===== config.mk =====
export PLATFORM = sky130hd
export DESIGN_NAME = updown_counter_p
export DESIGN_NICKNAME = d
export VERILOG_FILES = /design/src/rtl/updown_counter_p.sv
export SDC_FILE = /design/constraint.sdc
export NUM_CORES = 1
export LEC_CHECK = 0
export ABC_AREA = 1
export BUFFER_PORTS_ARGS = -buffer_cell sky130_fd_sc_hd__buf_2
export CORE_AREA = 2 2 39 41
export CTS_BUF_LIST = sky130_fd_sc_hd__clkbuf_16
export CTS_CLUSTER_SIZE = 28
export DETAILED_ROUTE_END_ITERATION = 8
export DIE_AREA = 0 0 41 43
export PLACE_DENSITY = 0.74
export SLEW_MARGIN = 30
export SYNTH_ARGS = -nofsm -noshare
export SYNTH_HDL_FRONTEND = slang
export SYNTH_SLANG_ARGS = --single-unit
export TNS_END_PERCENT = 10

===== constraint.sdc =====
create_clock -name clk -period 2.1 [get_ports clk]
set_input_delay 0.21 -clock clk [delete_from_list [all_inputs] [get_ports clk]]
set_output_delay 0.21 -clock clk [all_outputs]
set_load 0.03 [all_outputs]

===== src/rtl/updown_counter_p.sv =====
// updown_counter_p
//   Parametrised synchronous up/down counter with configurable width and
//   modulus, wrap or saturate behaviour, parallel load, an enable prescaler,
//   registered wrap/clip pulses and a sticky overflow flag.
//
// Parameters
//   WIDTH    : counter width in bits (>= 1)
//   MAX_VAL  : highest count value, 1 .. 2**WIDTH-1
//   SATURATE : 0 = wrap at the bounds, 1 = clip at the bounds
//   PRESCALE : qualifying cycles per count step (>= 1)
//
// Ports
//   clk      in  : rising-edge clock
//   reset    in  : synchronous reset, active-low
//   enable   in  : count enable
//   up_en    in  : count-up request
//   down_en  in  : count-down request
//   load     in  : parallel load strobe (overrides counting)
//   load_val in  : value to load, clamped to MAX_VAL
//   clr_ovf  in  : clears the sticky overflow flag
//   count    out : registered count
//   wrap_up  out : one-cycle pulse when an up step passes MAX_VAL
//   wrap_dn  out : one-cycle pulse when a down step passes 0
//   at_max   out : count == MAX_VAL (combinational)
//   at_min   out : count == 0 (combinational)
//   ovf      out : sticky, set on any wrap or clip
module updown_counter_p #(
  parameter int WIDTH    = 4,
  parameter int MAX_VAL  = 2**WIDTH-1,
  parameter int SATURATE = 0,
  parameter int PRESCALE = 1
) (
  input  logic             clk,
  input  logic             reset,
  input  logic             enable,
  input  logic             up_en,
  input  logic             down_en,
  input  logic             load,
  input  logic [WIDTH-1:0] load_val,
  input  logic             clr_ovf,
  output logic [WIDTH-1:0] count,
  output logic             wrap_up,
  output logic             wrap_dn,
  output logic             at_max,
  output logic             at_min,
  output logic             ovf
);

  // A prescaler of 1 still keeps a 1-bit register that never leaves 0.
  localparam int PS_W      = (PRESCALE > 1) ? $clog2(PRESCALE) : 1;
  localparam int PS_LAST_I = PRESCALE - 1;
  localparam int MAX_I     = MAX_VAL;

  localparam logic [PS_W-1:0]  PS_LAST = PS_LAST_I[PS_W-1:0];
  localparam logic [WIDTH-1:0] MAX_C   = MAX_I[WIDTH-1:0];

  logic [WIDTH-1:0] count_q, count_d;
  logic [PS_W-1:0]  ps_q, ps_d;
  logic             wrap_up_q, wrap_up_d;
  logic             wrap_dn_q, wrap_dn_d;
  logic             ovf_q, ovf_d;
  logic             qualify;

  function automatic logic [WIDTH-1:0] clamp_load(input logic [WIDTH-1:0] v);
    return (v > MAX_C) ? MAX_C : v;
  endfunction

  // Up step modulo MAX_VAL+1. Anything at or above MAX_VAL is treated as the
  // top bound so an out-of-range count re-enters the legal range instead of
  // relying on 2**WIDTH rollover.
  function automatic logic [WIDTH-1:0] step_up(input logic [WIDTH-1:0] c);
    if (c >= MAX_C) begin
      if (SATURATE != 0) return MAX_C;
      return '0;
    end
    return c + 1'b1;
  endfunction

  // Down step modulo MAX_VAL+1; an out-of-range count drops back to MAX_VAL.
  function automatic logic [WIDTH-1:0] step_dn(input logic [WIDTH-1:0] c);
    if (c == '0) begin
      if (SATURATE != 0) return '0;
      return MAX_C;
    end
    if (c > MAX_C) return MAX_C;
    return c - 1'b1;
  endfunction

  // Conflicting or absent direction requests do not count as qualifying.
  assign qualify = enable & ~load & (up_en ^ down_en);

  always_comb begin
    count_d   = count_q;
    ps_d      = ps_q;
    wrap_up_d = 1'b0;
    wrap_dn_d = 1'b0;
    ovf_d     = ovf_q & ~clr_ovf;
    if (load) begin
      count_d = clamp_load(load_val);
      ps_d    = '0;
    end else if (qualify) begin
      if (ps_q == PS_LAST) begin
        ps_d = '0;
        if (up_en) begin
          count_d   = step_up(count_q);
          wrap_up_d = (count_q >= MAX_C);
        end else begin
          count_d   = step_dn(count_q);
          wrap_dn_d = (count_q == '0);
        end
        // A wrap/clip in the same cycle as clr_ovf leaves the flag set.
        if (wrap_up_d || wrap_dn_d) ovf_d = 1'b1;
      end else begin
        ps_d = ps_q + 1'b1;
      end
    end
  end

  // ---- register stage ----
  always_ff @(posedge clk) begin
    if (!reset) begin
      count_q   <= '0;
      ps_q      <= '0;
      wrap_up_q <= 1'b0;
      wrap_dn_q <= 1'b0;
      ovf_q     <= 1'b0;
    end else begin
      count_q   <= count_d;
      ps_q      <= ps_d;
      wrap_up_q <= wrap_up_d;
      wrap_dn_q <= wrap_dn_d;
      ovf_q     <= ovf_d;
    end
  end

  assign count   = count_q;
  assign wrap_up = wrap_up_q;
  assign wrap_dn = wrap_dn_q;
  assign ovf     = ovf_q;
  assign at_max  = (count_q == MAX_C);
  assign at_min  = (count_q == '0);

endmodule


# Word-level counts from Yosys, hierarchy flattened

Index checks and enable logic that the tools add are counted.

Bitwise gates (word level): 8
Equal/unequal tests: 2
Mux-type cells: 40
Order comparisons: 3
Add/sub/neg operators: 3
Reductions and logical operators: 6

Operators by type and width:

| kind                                                      | number |
|---|---|
| two-way mux 4 bit                                         | 11 |
| two-way mux 1 bit                                         | 29 |
| > comparator 4 bit (second input constant)                | 2 |
| adder 4 x 1 -> 4 bit (second input constant)              | 1 |
| equality test 4 bit (second input constant)               | 1 |
| greater-or-equal comparator 4 bit (second input constant) | 1 |
| logical NOT 4 bit                                         | 1 |
| NOT 1 bit                                                 | 4 |
| OR reduction 4 bit                                        | 1 |
| subtractor 4 x 1 -> 4 bit (second input constant)         | 1 |
| bitwise AND 1 bit                                         | 3 |
| inequality test 2 bit (second input constant)             | 1 |
| AND reduction 2 bit                                       | 1 |
| nonzero test 2 bit                                        | 1 |
| OR reduction 2 bit                                        | 1 |
| adder 1 bit (second input constant)                       | 1 |
| logical OR 1 bit                                          | 1 |
| bitwise XOR 1 bit                                         | 1 |

Logic and storage cells: 67
Input port bits: 11
Output and inout bits: 9
Bits in registers: 8

# Logic depth before layout (Yosys ltp)

Gate-level depths: netlist of run 1.

Depth after elaboration: 17
Depth in mapped cells: 9
Depth with buffers taken out: 8

# Worst setup path before layout of run 1

No wires, ideal clock.

Path kind: register to output
Start point: register count_q[0], in the netlist count[0]
End point: output port at_min
Arrival: 1450 ps
Data required time: 1890 ps
Cell stages (with the launch flop): 5
Slack: 440 ps
Path buffers: 0
Cells stage by stage: dfxtp_1 > inv_1 > ha_1 > inv_1 > nor3_1

Cells in the longest elaborated chain, start to end: 1

RTL lines:

| item                   | RTL line | text |
|---|---|---|
| start, declared        | 57       | `logic [WIDTH-1:0] count_q, count_d;` |
| start signal, assigned | 128      | `count_q <= count_d;` |
| logical NOT 4 bit      | 141      | `assign at_min = (count_q == '0);` |
| end, declared          | 45       | `output logic at_min,` |

No other way between the ends.

# Worst setup path after layout of run 1

Same ends and word-level chain as after synthesis.

==> results of run 1 <==
[power breakdown]
group          internal [mW]  switching, mW  total, mW  leakage [nW]
registers              0.141         0.0129      0.154        0.0573
clock network          0.248         0.0769      0.325        0.0423
logic                 0.0395         0.0675      0.107         0.270
total                  0.428          0.157      0.586         0.370
[layer usage]
metal	track usage, %	vias up	routed length (um)
met5	0	-	0
li1	-	286	-
met1	22.7	232	552
met4	12.0	0	33
met2	23.4	22	503
met3	3.14	3	66
[cell type report]
cell class	instances	area, um^2
fill	140	697
timing repair buffer	19	95.1
sequential	7	140
multi-input combinational	55	304
tap	16	20.0
inverter	13	48.8
clock inverter	1	3.75
clock buffer	3	75.1
[final timing paths]
| check | start | end | slack (ps) | cells past startpoint |
|---|---|---|---|---|
| worst max register to register | count[1]$_SDFFE_PN0P_ | count[0]$_SDFFE_PN0P_ | 680 | 8 |
| worst max-delay path | count[0]$_SDFFE_PN0P_ | at_min | 590 | 5 |
| worst min register to register | count[1]$_SDFFE_PN0P_ | count[1]$_SDFFE_PN0P_ | 580 | 2 |
| worst min-delay path | reset | count[2]$_SDFFE_PN0P_ | 240 | 3 |
[cells by family after synthesis]
kind of cell,Yosys count
compound gates,8
simple gates,43
flops,7
fa+ha+maj,2
buf+inv,15
xor+xnor,2
[cell usage after synthesis]
| library cell | n | area (um^2) |
|---|---|---|
| buf_2 | 1 | 5.00 |
| inv_2 | 1 | 3.75 |
| nand3_4 | 1 | 17.5 |
| inv_1 | 12 | 45.0 |
| o21ai_0 | 3 | 15.0 |
| nor3_1 | 1 | 5.00 |
| nand2_1 | 15 | 56.3 |
| buf_6 | 1 | 11.3 |
| or2_2 | 1 | 6.26 |
| xnor2_1 | 1 | 8.76 |
| nand3_1 | 8 | 40.0 |
| ha_1 | 2 | 25.0 |
| dfxtp_1 | 7 | 140 |
| nor2_1 | 10 | 37.5 |
| o22ai_1 | 1 | 6.26 |
| nand3_2 | 1 | 10.0 |
| or2_1 | 1 | 6.26 |
| nor2_4 | 2 | 22.5 |
| a21oi_1 | 4 | 20.0 |
| nand2_2 | 1 | 6.26 |
| xor2_1 | 1 | 8.76 |
| nand4_1 | 2 | 12.5 |
[sequential cells by signal, summed over array words and instances (netlist names)]
signal / flops
wrap_up: 1
ovf: 1
wrap_dn: 1
count: 4
[metrics by stage]
| stage | hold WS [ps] | instances | total power, mW |
|---|---|---|---|
| floorplan | 323 | 77 | 0.234 |
| global placement | 468 | 110 | 0.260 |
| detailed placement | 478 | 110 | 0.262 |
| CTS | 237 | 114 | 0.594 |
| global route | 276 | 114 | 0.611 |
| finish | 240 | 114 | 0.586 |
[worst min-delay path: stages]
cell and delay, ps:
buf_2 110, nand2_1 60, o21ai_0 60
==> results.md, run 1 <==
- Outcome: completed
- Crit Path Max Fanout: 5
- Power per Cell Area: 853 nW/um^2
- Clock transition at path regs: 40 ps
- Post-CTS Setup Inserts: 0
- Simple-gate area share of the yosys netlist: 43.2%
- Gr usage total: between 10% and 20%
- Global-route wire length before repair: 2000 um
- Fin crit period: between 1500 and 2000 ps
- DRT antenna net count: 0
- Finished Core Util: between 40% and 50%
- PostCTS Resize Cnt: 0
- Via Count: about 540
- Worst Hold Class: in -> reg
- Antenna cells: 0
- Placed Area: between 600 and 700 um^2
- Period Utilization, post-route: between 70% and 80%
- Antenna violations before repair: 0
- Root buf cell: clkbuf_16
- Xor/xnor cell area share of the yosys netlist: 3.44%
- CTS tree: yes
- Main combinational cell family by area after synthesis: simple AND/OR/NAND/NOR gates
- Synth Area per Inst: approximately 6.6 um^2
- Worst setup path category: reg -> out
- Number of buffers added on ports: 19
- Fmax: 664 MHz
- Synth Instances: a little under 80
- Initial core utilization: 36.8%
- Chip Height: about 43 um
- Setup ws final: just under 600 ps
- Slew HR: between 70 and 80%
- Critical Path RT: between 1500 and 2000 ps
- Slew Viols, Final: 0
- Adder-cell area share of the yosys netlist: under 10%
- Commonest cells after routing, fill and taps aside: buf_2, nand2_1, inv_1
- Number of distinct library cells after synthesis: 22
- Cells along the critical path: inv_1 > ha_1 > inv_1 > nor3_1 > buf_2
- Synth-to-Final Area Change: 34.9%
- Post-Place Setup Slack: between 700 and 800 ps
- Vias in the first global route: between 400 and 500
- Syn. warnings: 0
- Leakage: around 0.37 nW
- Die Wd: 41 um
- DRT iter0 DRCs: 4
- Setup-failing EPs final: 0
- Worst Skew: approximately 0.24 ps
- Worst EP arrival: approximately 1300 ps
- Pre-antenna DRT Iters: 4
- DRC: 0
- Grt ovf: 0
- Num rows: 14
- Layout cells sized above 1: just under 30%
- CP peak stage delay: 330 ps
- Mapped Nets: 90
- Core ar.: roughly 1400 um^2
- Setup crit start kind: register
- Pin count of the biggest net entering global routing: 10
- CTS H-tree depth: 1
- Worst setup EP type: primary output
- Sequential share of the synthesized area: 27.5%
- Post-route cell area: between 600 and 700 um^2
- Crit path max-delay cell type: dfxtp_1
- # nets final: between 100 and 150
- Num CTS Buffers: 3
- Clock sink total: 7
- Count of max-cap constraint violations: 0
- Wire per inst: 10.1 um
- Setup TNS: 0 ps
- Hold Violations, Final: 0
- Maximum vdd drop: about 330 uV
- Hold_buf cts: 0
- Total Wirelength: between 1000 and 1500 um
- FF+latch count, synth: 7
- CP dominant cell by count: inv_1
- Slew @ Worst Pin: about 370 ps
- DP Wirelength: ~870 um
- I/O pins: 20
- Die footprint: roughly 1800 um^2
- Compound-cell area share of the yosys netlist: 8.11%
- Post-Syn Area: 509 um^2
- Mux contribution to synthesized area: 0%
- CP bufs+invs: 3
- CP delay by family, top: buffers and inverters
- Commonest non-fill, non-tap cell in the layout: buf_2
- Clock buffer depth: 2
- Skew-Pair Late Insertion Delay: ~230 ps
- GP Congestion: ~0.77
- DR vias/cell: around 4.8
- RSZ-0062 raised after global routing: false
Note: power is estimated with default switching activity, not from simulation.
==> run 2, diff against run 1 <==
Clock period 2.1 ns to 1.48 ns, I/O delays scaled along.
==> results.md, run 2 (synthesis results as in run 1) <==
- Worst setup EP type: primary output
- Grt ovf: 0 (unchanged)
- I/O pins: 20 (unchanged)
- Fmax: ~720 MHz
- Worst Hold Class: in -> reg
- Critical Path RT: 1330 ps (-560 ps)
- Hold Violations, Final: 0 (unchanged)
- Worst EP arrival: 1230 ps (-70 ps)
- Total Wirelength: 1150 um (-0.69%)
- Vias in the first global route: 493 (+1.6%)
- Post-route cell area: 696 um^2 (+1.3%)
- DRT iter0 DRCs: 17 (+13)
- Maximum vdd drop: 750 uV (+130%)
- Via Count: 559 (+2.9%)
- Num rows: 14 (unchanged)
- CTS tree: yes
- Max reg flops: 4 (unchanged)
- Dpl cells: 110 (unchanged)
- Slew HR: 76.7% (+1.5 points)
- Global-route wire length before repair: 2000 um (unchanged)
- GP Congestion: 0.893 (+17%)
- Post-route insts no fill: 114 (unchanged)
- Root buf cell: clkbuf_16
- Chip Height: 43 um (unchanged)
- Pin count of the biggest net entering global routing: 10 (unchanged)
- Leakage: 0.372 nW (+0.66%)
- Design Power: 0.829 mW (+42%)
- DP Wirelength: 879 um (+1.0%)
- CTS H-tree depth: 1 (unchanged)
- Outcome: completed
- # nets final: 112 (unchanged)
- Slew @ Worst Pin: 348 ps (-22.0 ps)
- Setup crit start kind: register
- Wire per inst: 10.1 um (-0.69%)
- Antenna violations before repair: 0 (unchanged)
- Num CTS Buffers: 3 (unchanged)
- CP peak stage delay: 390 ps (+60 ps)
- Commonest cells after routing, fill and taps aside: buf_2, nand2_1, inv_1
- Antenna cells: 0 (unchanged)
- Die Wd: 41 um (unchanged)
- RSZ-0062 raised after global routing: false
- Die footprint: 1760 um^2 (unchanged)
- Initial core utilization: 36.8% (unchanged)
- Skew-Pair Late Insertion Delay: 230 ps (about the same)
- Power per Cell Area: 1190 nW/um^2 (+40%)
- Count of max-cap constraint violations: 0 (unchanged)
- Crit Path Max Fanout: 5 (unchanged)
- Clock buffer depth: 2 (unchanged)
- Setup-failing EPs final: 0 (unchanged)
- Finished Core Util: 50.3% (+0.63 points)
- Number of fill cells in the layout: 134 (-4.3%)
- Clock sink total: 7 (unchanged)
- Fin crit period: about 1400 ps
- Period Utilization, post-route: 93.3%
- Pre-antenna DRT Iters: 4 (unchanged)
- Crit path max-delay cell type: dfxtp_1
- DRT antenna net count: 0 (unchanged)
- DR vias/cell: 4.90 (+2.9%)
- DRC: 0 (unchanged)
- Commonest non-fill, non-tap cell in the layout: buf_2
- Setup TNS: 0 ps (unchanged)
- Layout cells sized above 1: 32.7% (+3.1 points)
- Cells along the critical path: inv_2 > ha_1 > inv_1 > nor3_2 > clkbuf_4
- Placed Area: 613 um^2 (+0.82%)
- Worst setup path category: reg -> out
- Worst Skew: 2.95 ps (+2.71 ps)
- Gr usage total: 17.1% (+0.12 points)
- Slew Viols, Final: 0 (unchanged)
- Synth-to-Final Area Change: 36.6%
- Core ar.: 1380 um^2 (unchanged)
- Post-CTS Setup Inserts: 0 (unchanged)
- Number of buffers added on ports: 19 (unchanged)
- Clock transition at path regs: 40 ps (about the same)
==> run 2: cell count changes in the layout (fill, tap and decap cells not counted), sizes merged <==
cell    previous run  this run
clkbuf             3         4
buf               19        18
==> run 2: worst max-delay path: cells and delay by family, from the launching register on <==
family        cells  cell delay [ps]
simple gates      1               40
flops             1              390
buf+inv           3              350
fa+ha+maj         1              220
==> run 2: per-stage QoR <==
step / setup slack, ps / hold WS (ps)
finish: 99.6 / 183
global route: 5.16 / 233
CTS: 57.4 / 182
detailed placement: 105 / 421
global placement: 115 / 409
floorplan: 14.5 / 261
==> run 2: power by group <==
part / leakage [nW] / internal (mW) / switching, mW / total (mW)
logic: 0.272 / 0.0597 / 0.0977 / 0.157
registers: 0.0576 / 0.200 / 0.0190 / 0.219
clock network: 0.0423 / 0.351 / 0.101 / 0.452
total: 0.372 / 0.611 / 0.218 / 0.829
==> run 2: cell type report <==
cell class | count | area [um^2] | area share, %
Multi-Input combinational cell | 55 | 309 | 44.4
Sequential cell | 7 | 141 | 20.3
Timing Repair Buffer | 19 | 97.6 | 14.0
Clock buffer | 3 | 75.1 | 10.8
Inverter | 13 | 48.8 | 7.01
Tap cell | 16 | 20.0 | 2.88
Clock inverter | 1 | 3.75 | 0.540
==> run 2: timing repair <==
| action | 4_1_cts | 5_1_grt |
|---|---|---|
| resized for setup | 0 | 3 |
| endpoints found under the setup margin | 0 | 3 |
| hold buffers | 0 | 0 |
==> run 2: metal layers <==
layer / global-route usage, % / vias up / wire length (um)
met4: 12.0 / 0 / 38
li1: - / 285 / -
met3: 3.66 / 5 / 83
met2: 26.6 / 26 / 582
met5: 0 / - / 0
met1: 19.5 / 243 / 443
==> run 2: final timing paths <==
path,start,to,slack (ps),cells after the start
worst max-delay path,count[0]$_SDFFE_PN0P_,at_min,100,5
worst min-delay path,load_val[1],count[1]$_SDFFE_PN0P_,180,3
worst max register to register,count[0]$_SDFFE_PN0P_,count[0]$_SDFFE_PN0P_,180,8
worst min register to register,count[1]$_SDFFE_PN0P_,count[1]$_SDFFE_PN0P_,540,2
==> run 3, diff against run 2 <==
Settings changed: BUFFER_PORTS_ARGS -buffer_cell sky130_fd_sc_hd__buf_2 to -buffer_cell sky130_fd_sc_hd__clkbuf_2.
==> results.md, run 3 (synthesis results as in run 1) <==
- Outcome: completed
- Slew @ Worst Pin: 365 ps (+16.7 ps)
- Slew HR: 75.6% (-1.1 points)
- Worst EP arrival: 1500 ps (+270 ps)
- Via Count: 547 (-2.1%)
- Hold_buf cts: 0 (unchanged)
- Crit Path Max Fanout: 7 (+2)
- I/O pins: 20 (unchanged)
- Worst r2r src: count[1]$_SDFFE_PN0P_
- Commonest non-fill, non-tap cell in the layout: clkbuf_2
- Met2 track demand over resource: 27.8% (+1.3 points)
- Leakage: 0.369 nW (-0.75%)
- Met1 Usage GRT: 22.1% (+2.5 points)
- Hold Violations, Final: 0 (unchanged)
- DP Wirelength: 944 um (+7.3%)
- Min-delay src: load_val[1]
- Clock sink total: 7 (unchanged)
- Busiest grt layer: met2
- Clock transition at path regs: 40 ps (about the same)
- Skew-Pair Late Insertion Delay: 230 ps (about the same)
- Slew Viols, Final: 0 (unchanged)
- WHS: 192 ps (+8.99 ps)
- DRT iter0 DRCs: 6 (-11)
- Pin count of the biggest net entering global routing: 10 (unchanged)
- CTS tree: yes
- Post-route insts no fill: 114 (unchanged)
- Setup TNS: 0 ps (unchanged)
- Die Wd: 41 um (unchanged)
- Finished Core Util: 50.4% (+0.090 points)
- Placed Area: 613 um^2 (unchanged)
- Chip Height: 43 um (unchanged)
- Design Power: 0.832 mW (+0.36%)
- Setup-failing EPs final: 0 (unchanged)
- Global-route wire length before repair: 2180 um (+8.9%)
- Met3 usage: 3.66% (unchanged)
- Post-route cell area: 697 um^2 (+0.18%)
- Post-Place Setup Slack: 55.1 ps (-50.2 ps)
- Wire per inst: 10.8 um (+7.6%)
- Post-CTS Setup Inserts: 0 (unchanged)
- Setup ws final: 97.1 ps (-2.57 ps)
- Vias in the first global route: 529 (+7.3%)
- Fmax: 723 MHz (-0.19%)
- Pre-antenna DRT Iters: 4 (unchanged)
- Setup crit start: count[1]$_SDFFE_PN0P_
- Dpl cells: 110 (unchanged)
- Number of buffers added on ports: 19 (unchanged)
- Initial core utilization: 36.8% (unchanged)
- Gr usage total: 18.9% (+1.8 points)
- Total Wirelength: 1230 um (+7.6%)
- Antenna cells: 0 (unchanged)
- GP Congestion: 0.896 (+0.36%)
- Setup crit start kind: register
- CTS H-tree depth: 1 (unchanged)
- Num rows: 14 (unchanged)
- RSZ-0062 raised after global routing: false
- Max reg flops: 4 (unchanged)
- DRT antenna net count: 0 (unchanged)
- Fin crit period: 1380 ps (+2.57 ps)
- Worst setup path category: reg -> reg
- Power per Cell Area: 1190 nW/um^2 (+0.18%)
- Clock buffer depth: 2 (unchanged)
- DRC: 0 (unchanged)
- # nets final: 112 (unchanged)
- Period Utilization, post-route: 93.4% (+0.17 points)
- Critical Path RT: 1590 ps (+260 ps)
- Worst Hold Class: in -> reg
- Core ar.: 1380 um^2 (unchanged)
- Die footprint: 1760 um^2 (unchanged)
- Layout cells sized above 1: 32.7% (unchanged)
- Root buf cell: clkbuf_16
- DR vias/cell: 4.80 (-2.1%)
- Grt ovf: 0 (unchanged)
- Antenna violations before repair: 0 (unchanged)
- Num CTS Buffers: 3 (unchanged)
- Count of max-cap constraint violations: 0 (unchanged)
- Worst setup EP type: register
- Maximum vdd drop: 1040 uV (+38%)
- Synth-to-Final Area Change: 36.9%
- Worst Skew: 1.62 ps (-1.33 ps)
- Commonest cells after routing, fill and taps aside: clkbuf_2, nand2_1, inv_1
run 3: cell count changes in the layout (fill, tap and decap cells not counted), sizes merged:
cell / change
buf: -17
clkbuf: +17
run 3: final timing paths:
check / to / slack (ps) / cells past startpoint
worst max-delay path: count[0]$_SDFFE_PN0P_ / 100 / 8
worst min register to register: count[1]$_SDFFE_PN0P_ / 540 / 2
worst min-delay path: count[1]$_SDFFE_PN0P_ / 190 / 3
worst max register to register: count[0]$_SDFFE_PN0P_ / 100 / 8
run 3: layout make-up:
class                   instances  area, um^2
clock inverters                 1        3.75
fillers                       135         687
flip-flops and latches          7         143
repair buffers                 19        97.6
inverters                      13        48.8
multi-input cells              55         309
clock buffers                   3        75.1
well taps                      16        20.0
run 3: per-layer routing:
metal	vias to the layer above	part of all wire (%)
met5	-	0
met3	10	5.9
met1	228	38
li1	286	-
met4	0	6.3
met2	23	49
run 3: what timing repair did:
item / CTS / global route
resized for setup: 0 / 5
hold endpoints to repair: 0 / 0
setup endpoints to repair: 0 / 4
run 3: critical path, stage by stage (launching register included):
cell and delay, ps:
dfxtp_2 380, ha_1 210, nand3_2 110, nor2_1 110, inv_1 70, a21oi_1 120
nor2_1 60, nor2_1 130, nor2_1 70
run 3: power by group:
part / leakage [nW] / internal, mW / switching (mW)
logic: 0.269 / 0.0596 / 0.0985
clock network: 0.0423 / 0.351 / 0.102
registers: 0.0579 / 0.201 / 0.0197
